File: src/rtl/cpu_reset_seq.sv
// DCLO/ACLO power sequencer for the VM1 core: debounced button, synchronised hold,
// optional run-state watchdog enabled by defining CPU_RESET_WDOG_EN.
module cpu_reset_seq #(
   parameter int DCLO_CLK     = 24,
   parameter int ACLO_CLK     = 240,
   parameter int PFAIL_CLK    = 48,
   parameter int DEBOUNCE_CLK = 16,
   parameter int SYNC_STAGES  = 2,
   parameter int WDOG_CLK     = 1048576
) (
   input  logic       clk,
   input  logic       reset_n,
   input  logic       button,
   input  logic       hold,
   input  logic       wdog_kick,
   output logic       dclo,
   output logic       aclo,
   output logic       running,
   output logic [2:0] state,
   output logic       wdog_trip
);

   localparam int MAX_T = (DCLO_CLK > ACLO_CLK) ?
                          ((DCLO_CLK > PFAIL_CLK) ? DCLO_CLK : PFAIL_CLK) :
                          ((ACLO_CLK > PFAIL_CLK) ? ACLO_CLK : PFAIL_CLK);
   localparam int CW  = $clog2(MAX_T) + 1;
   localparam int DBW = $clog2(DEBOUNCE_CLK) + 1;

   localparam logic [CW-1:0]  DCLO_TERM  = CW'(DCLO_CLK - 1);
   localparam logic [CW-1:0]  ACLO_TERM  = CW'(ACLO_CLK - 1);
   localparam logic [CW-1:0]  PFAIL_TERM = CW'(PFAIL_CLK - 1);
   localparam logic [DBW-1:0] DB_TERM    = DBW'(DEBOUNCE_CLK - 1);

   typedef enum logic [2:0] {
      S_HOLD      = 3'd0,
      S_DCLO_WAIT = 3'd1,
      S_ACLO_WAIT = 3'd2,
      S_RUN       = 3'd3,
      S_PFAIL     = 3'd4
   } state_t;

   logic [SYNC_STAGES-1:0] btn_sync;
   logic [SYNC_STAGES-1:0] hold_sync;
   logic                   btn_s;
   logic                   btn_f;
   logic [DBW-1:0]         db_cnt;
   logic                   req;

   state_t                 st;
   state_t                 nxt;
   logic [CW-1:0]          cnt;
   logic                   timed;
   logic                   expire;

   assign btn_s = btn_sync[SYNC_STAGES-1];
   assign req   = btn_f | hold_sync[SYNC_STAGES-1];
   assign state = st;

   // Synchronisers power up asserted so the CPU stays in reset until inputs settle.
   always_ff @(posedge clk or negedge reset_n) begin
      if (!reset_n) begin
         btn_sync  <= '1;
         hold_sync <= '1;
         btn_f     <= 1'b1;
         db_cnt    <= '0;
      end else begin
         btn_sync  <= {btn_sync[SYNC_STAGES-2:0], button};
         hold_sync <= {hold_sync[SYNC_STAGES-2:0], hold};
         if (btn_s == btn_f) begin
            db_cnt <= '0;
         end else if (db_cnt == DB_TERM) begin
            btn_f  <= btn_s;
            db_cnt <= '0;
         end else begin
            db_cnt <= db_cnt + 1'b1;
         end
      end
   end

   always_comb begin
      nxt = st;
      case (st)
         S_HOLD:      if (!req) nxt = S_DCLO_WAIT;
         S_DCLO_WAIT: if (req) nxt = S_HOLD;
                      else if (cnt == DCLO_TERM) nxt = S_ACLO_WAIT;
         S_ACLO_WAIT: if (req) nxt = S_HOLD;
                      else if (cnt == ACLO_TERM) nxt = S_RUN;
         S_RUN:       if (req || expire) nxt = S_PFAIL;
         S_PFAIL:     if (cnt == PFAIL_TERM) nxt = S_HOLD;
         default:     nxt = req ? S_HOLD : S_DCLO_WAIT;
      endcase
   end

   // Only the three timed states count; HOLD and RUN park the counter at zero.
   assign timed = (st == S_DCLO_WAIT) || (st == S_ACLO_WAIT) || (st == S_PFAIL);

   always_ff @(posedge clk or negedge reset_n) begin
      if (!reset_n) begin
         st      <= S_HOLD;
         cnt     <= '0;
         dclo    <= 1'b1;
         aclo    <= 1'b1;
         running <= 1'b0;
      end else begin
         st      <= nxt;
         cnt     <= (timed && (nxt == st)) ? cnt + 1'b1 : '0;
         dclo    <= (nxt == S_HOLD) || (nxt == S_DCLO_WAIT);
         aclo    <= (nxt != S_RUN);
         running <= (nxt == S_RUN);
      end
   end

`ifdef CPU_RESET_WDOG_EN
   localparam int            WW      = $clog2(WDOG_CLK) + 1;
   localparam logic [WW-1:0] WD_TERM = WW'(WDOG_CLK - 1);

   logic [WW-1:0] wd_cnt;
   logic          btn_seen;
   logic          leave_hold;

   assign expire     = (st == S_RUN) && !wdog_kick && (wd_cnt == WD_TERM);
   assign leave_hold = (st == S_HOLD) && (nxt != S_HOLD);

   // The trip flag survives automatic restarts; only an operator button press clears it.
   always_ff @(posedge clk or negedge reset_n) begin
      if (!reset_n) begin
         wd_cnt    <= '0;
         btn_seen  <= 1'b0;
         wdog_trip <= 1'b0;
      end else begin
         wd_cnt <= ((st == S_RUN) && (nxt == S_RUN) && !wdog_kick) ? wd_cnt + 1'b1 : '0;
         if (expire)
            wdog_trip <= 1'b1;
         else if (leave_hold && btn_seen)
            wdog_trip <= 1'b0;
         if (leave_hold)
            btn_seen <= 1'b0;
         else if (btn_f)
            btn_seen <= 1'b1;
      end
   end
`else
   logic unused_wdog;

   assign expire      = 1'b0;
   assign wdog_trip   = 1'b0;
   assign unused_wdog = wdog_kick | (WDOG_CLK < 1);
`endif

endmodule

File: config.mk
export PLATFORM = sky130hd
export DESIGN_NAME = cpu_reset_seq
export DESIGN_NICKNAME = d
export VERILOG_FILES = /design/src/rtl/cpu_reset_seq.sv
export SDC_FILE = /design/constraint.sdc
export NUM_CORES = 1
export LEC_CHECK = 0
export ABC_AREA = 1
export BUFFER_PORTS_ARGS = -buffer_cell sky130_fd_sc_hd__buf_2
export CORE_UTILIZATION = 57
export DETAILED_ROUTE_END_ITERATION = 6
export HOLD_SLACK_MARGIN = 0.02
export PLACE_DENSITY = 0.79
export REMOVE_ABC_BUFFERS = 1
export SYNTH_ARGS = -nofsm -noshare
export SYNTH_HDL_FRONTEND = slang
export SYNTH_SLANG_ARGS = --single-unit
export TNS_END_PERCENT = 50
File: constraint.sdc
create_clock -name clk -period 1.8 [get_ports clk]
set_input_delay 0.09 -clock clk [delete_from_list [all_inputs] [get_ports clk]]
set_output_delay 0.09 -clock clk [all_outputs]
set_load 0.05 [all_outputs]
# --- Word-level counts from Yosys, hierarchy flattened ---
# Index checks and enable logic that the tools add are counted.
totals:
  inputBits: 5
  output_inout_bits: 7
  word_cells: 45
  register_bits: 25
op_classes:
  muxes: 12
  addsub: 2
  eq_ne: 13
  n_reduce_logical: 7
  n_bitwise: 2
op_table:
  columns: ["op", "count"]
  rows:
  - ["3-bit two-way mux", 7]
  - ["3-bit one-hot mux with 5 select lines", 1]
  - ["5-bit two-way mux", 2]
  - ["9-bit by 1-bit adder with 9-bit output, second input constant", 1]
  - ["3-bit by 2-bit == test with 1-bit output, second input constant", 3]
  - ["9-bit by 5-bit == test with 1-bit output, second input constant", 1]
  - ["9-bit by 6-bit == test with 1-bit output, second input constant", 1]
  - ["9-bit by 8-bit == test with 1-bit output, second input constant", 1]
  - ["9-bit two-way mux", 1]
  - ["3-bit by 1-bit == test with 1-bit output, second input constant", 2]
  - ["3-bit zero test", 2]
  - ["5-bit by 1-bit adder with 5-bit output, second input constant", 1]
  - ["5-bit by 4-bit == test with 1-bit output, second input constant", 1]
  - ["3-bit == test", 1]
  - ["3-bit == test, second input constant", 1]
  - ["1-bit logical OR", 3]
  - ["3-bit by 2-bit != test with 1-bit output, second input constant", 1]
  - ["2-bit AND reduction", 1]
  - ["1-bit == test", 1]
  - ["1-bit logical AND", 1]
  - ["1-bit two-way mux", 1]
  - ["1-bit inverter", 1]
  - ["1-bit OR", 1]

# --- Logic depth before layout (Yosys ltp) ---
logic_depth:
  ltp_word: 7
  mapped_depth: 11

# --- Worst setup path after synthesis ---
# No wires, ideal clock.
synth_timing:
  kind: "register -> register"
  startpoint: "reg st[2] (netlist: state[2])"
  endpoint: "reg cnt[2]"
  setup_slack_ps: 197
  period_less_slack_ps: 1603
  setup_time_ps: 121
  t_arrival_ps: 1482
  t_required_ps: 1679
  stages_incl_launch_ff: 11
  cell_sequence: "dfrtp_1 buf_6 inv_1 nand3_1 nand4_1 nand3_2 nand2_2 nand2_2 nand2_2 nand2_4 nor2_2"
synth_between:
  elab_chain_len: 6
synth_rtl:
  columns: ["item", "line", "rtl"]
  rows:
  - ["start, declared", "49", "state_t st;"]
  - ["start signal, assigned", "105", "st <= nxt;"]
  - ["3-bit two-way mux, on equally long branches", "87, 85", null]
  - ["3-bit two-way mux, on equally long branches", "86, 84", null]
  - ["3-bit one-hot mux with 5 select lines", "82", "case (st)"]
  - ["3-bit == test", "106", "cnt <= (timed && (nxt == st)) ? cnt + 1'b1 : '0;"]
  - ["1-bit logical AND (*)", "106", null]
  - ["9-bit two-way mux (*)", "106", null]
  - ["end signal, assigned", "106", null]
  - ["end, declared", "51", "logic [CW-1:0] cnt;"]
# Mark *: on every way between the ends. The rest lies on a longest branch, timed or not.
# A chain may end at the register's enable or synchronous reset.

# --- Final worst setup path ---
layout_timing:
  startpoint: "reg cnt[0]"
  endpoint: "reg cnt[6]"
layout_between:
  elab_chain_len: 7
layout_rtl:
  columns: ["item", "line"]
  rows:
  - ["9-bit by 8-bit == test with 1-bit output / 9-bit by 5-bit == test with 1-bit output (equally long branches)", "87, 85"]
  - ["3-bit two-way mux, on equally long branches", "87, 85"]
  - ["3-bit two-way mux, on equally long branches", "86, 84"]
  - ["3-bit one-hot mux with 5 select lines", "82"]
  - ["3-bit == test", "106"]
  - ["1-bit logical AND", "106"]
  - ["9-bit two-way mux (*)", "106"]
# Marked as above.

==> results.json <==
{
  "synthesis.area_sq_um": 1260,
  "via_count": 908,
  "port_buffers": 9,
  "final_nets": 170,
  "ys_top_cells_by_count": "nand2_1, inv_1, dfrtp_1, nor2_1, nand3_1",
  "powerDensity_nw_per_um2": 676,
  "numCtsBuffers": 3,
  "cts_tree": "yes",
  "synthArstFlopShare_pct": 100,
  "hpwl_um": 1540,
  "setup_tns_ps": 0,
  "drv_cap": 0,
  "start_util_pct": 62.2,
  "grt_max_degree": 26,
  "route.detailed.wl_per_inst_um": 11.0,
  "worstSetupPathType": "flop to flop",
  "relSlewSlack_pct": 64.2,
  "num_rows": 16,
  "synth_area_leader_cell": "dfrtp_1",
  "ys.flop_type": "dfrtp_1",
  "crit_path_end_kind": "flop",
  "drt_iter0_markers": 22,
  "synth-seq-cells": 25,
  "clk_latency_ps": 310,
  "grt_pass1_wl_um": 3670,
  "ctsLongestPathBuffers": 2,
  "syn_to_final_growth_pct": 9.55,
  "multi_input_area_sq_um": 507,
  "synth_most_common_cell": "nand2_1",
  "hold_buffers": 3,
  "post_cts_resized": 0,
  "routed_via_density": 4.80,
  "r2r-end": "cnt[6]$_DFF_PN0_",
  "nFillCells": 171,
  "ys_warn_count": 0,
  "start_kind": "flop",
  "power.total_uw": 931,
  "status": "complete, no violations",
  "cp.arrival_ps": 1870,
  "p_leak_nw": 0.670,
  "overflow": 0,
  "finalCritPeriodShare_pct": 91.9,
  "register_area_sq_um": 634,
  "ff2ff_setup_slack_ps": 150,
  "setup_ws_ps": 145,
  "maxSlewViolCount": 0,
  "r2r-start": "cnt[0]$_DFF_PN0_",
  "seq_area_frac_synth_pct": 50.4,
  "r2r_cells": 10,
  "synth_top_area_share_pct": 35.8,
  "cts.clk_slew.worst_paths_ps": 140,
  "avgSynthCellArea_sq_um": 8.50,
  "synth_cell_type_count": 25,
  "hp-class": "input pin to asynchronous set/reset pin",
  "postRouteAntennaNets": 0,
  "ir_drop_v": 0.000408,
  "diodes": 0,
  "fin_crit_ps": 1650,
  "antenna_found_initial": 0,
  "drt_first_pass_iters": 4,
  "wl_um": 2080,
  "io_pins": 12,
  "track_usage_pct": 19.9,
  "synth_edf_count": 0,
  "rsz0062_at_grt": "false",
  "ctsHtreeMaxLevel": 1,
  "synthCells": 148,
  "drc": 0,
  "die_area_sq_um": 2400,
  "path_max_fanout": 9,
  "finalHoldViolations": 0,
  "grt_pass1_vias": 922,
  "cts_setup_buffers": 0,
  "die_w_um": 49.0,
  "gp_congestion": 0.908,
  "cts_root_buf": "clkbuf_4",
  "die_h_um": 49.0,
  "pre_cts_ws_ps": 186,
  "worst_pin_slew_ps": 537,
  "skew_ps": 6.84,
  "core_area_sq_um": 2020,
  "max_freq_mhz": 604,
  "layout-drive-gt1-share_pct": 27.2,
  "setup_violations": 0,
  "critPathRequiredTime_ps": 2010,
  "clock_sinks": 25,
  "synth.area.top_cells": "dfrtp_1, dfstp_2, nand2_1",
  "utilization_pct": 68.1
}
## logic make-up after synthesis
family	count (synthesis)	synth area share [%]
simple gates	79	30.9
flops	25	50.4
fa+ha+maj	2	1.99
buf+inv	28	9.25
compound gates	7	2.89
other cells	1	0.298
xor+xnor	6	4.18
## report_power, final
| part | total [mW] | leakage, nW | switching, mW | internal (mW) |
|---|---|---|---|---|
| Clock | 0.251 | 0.0139 | 0.167 | 0.0846 |
| Combinational | 0.0881 | 0.336 | 0.0611 | 0.0271 |
| Sequential | 0.592 | 0.320 | 0.0119 | 0.580 |
| Total | 0.931 | 0.670 | 0.240 | 0.692 |
## cell type report
class,instances,share of cell area [%]
multi-input combinational,95,36.8
clock buffer,3,1.63
inverter,26,7.08
sequential,25,46.0
timing repair buffer,12,5.45
tap,27,2.45
clock inverter,1,0.545
## worst max-delay path by stage
| stage | start | endpoint | slack [ps] | depth (start not counted) |
|---|---|---|---|---|
| 3_5_place_dp | cnt[0]$_DFF_PN0_ | cnt[2]$_DFF_PN0_ | 190 | 10 |
| 6_report | cnt[0]$_DFF_PN0_ | cnt[6]$_DFF_PN0_ | 150 | 10 |
| 5_1_grt | cnt[0]$_DFF_PN0_ | cnt[7]$_DFF_PN0_ | 10 | 11 |
| 2_1_floorplan | state[2]$_DFF_PN0_ | cnt[2]$_DFF_PN0_ | 150 | 9 |
| 4_1_cts | cnt[0]$_DFF_PN0_ | cnt[6]$_DFF_PN0_ | 130 | 10 |
| 3_3_place_gp | cnt[0]$_DFF_PN0_ | cnt[6]$_DFF_PN0_ | 220 | 10 |
## metrics by stage
stage	area [sq um]	hold slack, ps	instances
6_report	1380	268	189
5_1_grt	1380	294	189
4_1_cts	1380	268	189
3_5_place_dp	1320	100	182
3_3_place_gp	1320	87.0	182
2_1_floorplan	1240	-206	146
## cell usage in the layout, fill, tap and decap left out, types with 3 or more instances in the layout
| cell | Yosys | routed |
|---|---|---|
| a21oi_1 | 3 | 3 |
| buf_2 | 0 | 9 |
| clkbuf_4 | 0 | 3 |
| dfrtp_1 | 18 | 18 |
| dfstp_2 | 7 | 7 |
| dlygate4sd3_1 | 0 | 3 |
| inv_1 | 20 | 20 |
| inv_2 | 5 | 5 |
| nand2_1 | 29 | 29 |
| nand2_2 | 3 | 3 |
| nand3_1 | 12 | 12 |
| nand3_2 | 3 | 3 |
| nor2_1 | 15 | 15 |
| nor2_2 | 11 | 11 |
| o21ai_0 | 3 | 3 |
| xor2_1 | 4 | 4 |
## sequential cells by signal (all words and copies together), names as in the netlist
| name | count |
|---|---|
| aclo | 1 |
| running | 1 |
| btn_sync | 2 |
| dclo | 1 |
| hold_sync | 2 |
| btn_f | 1 |
| state | 3 |
| cnt | 9 |
| db_cnt | 5 |
## worst max-delay path: stages, from the launching register on
cell	delay, ps
dfrtp_1	420
ha_1	240
nand3_2	110
nor2_1	190
nand3_1	110
nand3_2	100
nand2_2	70
nand2_2	60
nand2_2	60
nand2_4	160
nor2_2	40
## metal layers
metal	routed length (um)	share of wire [%]	track usage (%)	vias to the layer above
met5	0	0	0	-
met4	12	0.58	7.84	0
met3	34	1.6	3.12	2
met2	1070	52	36.6	10
met1	953	46	23.1	424
li1	-	-	-	472
(Power assumes the default switching activity.)
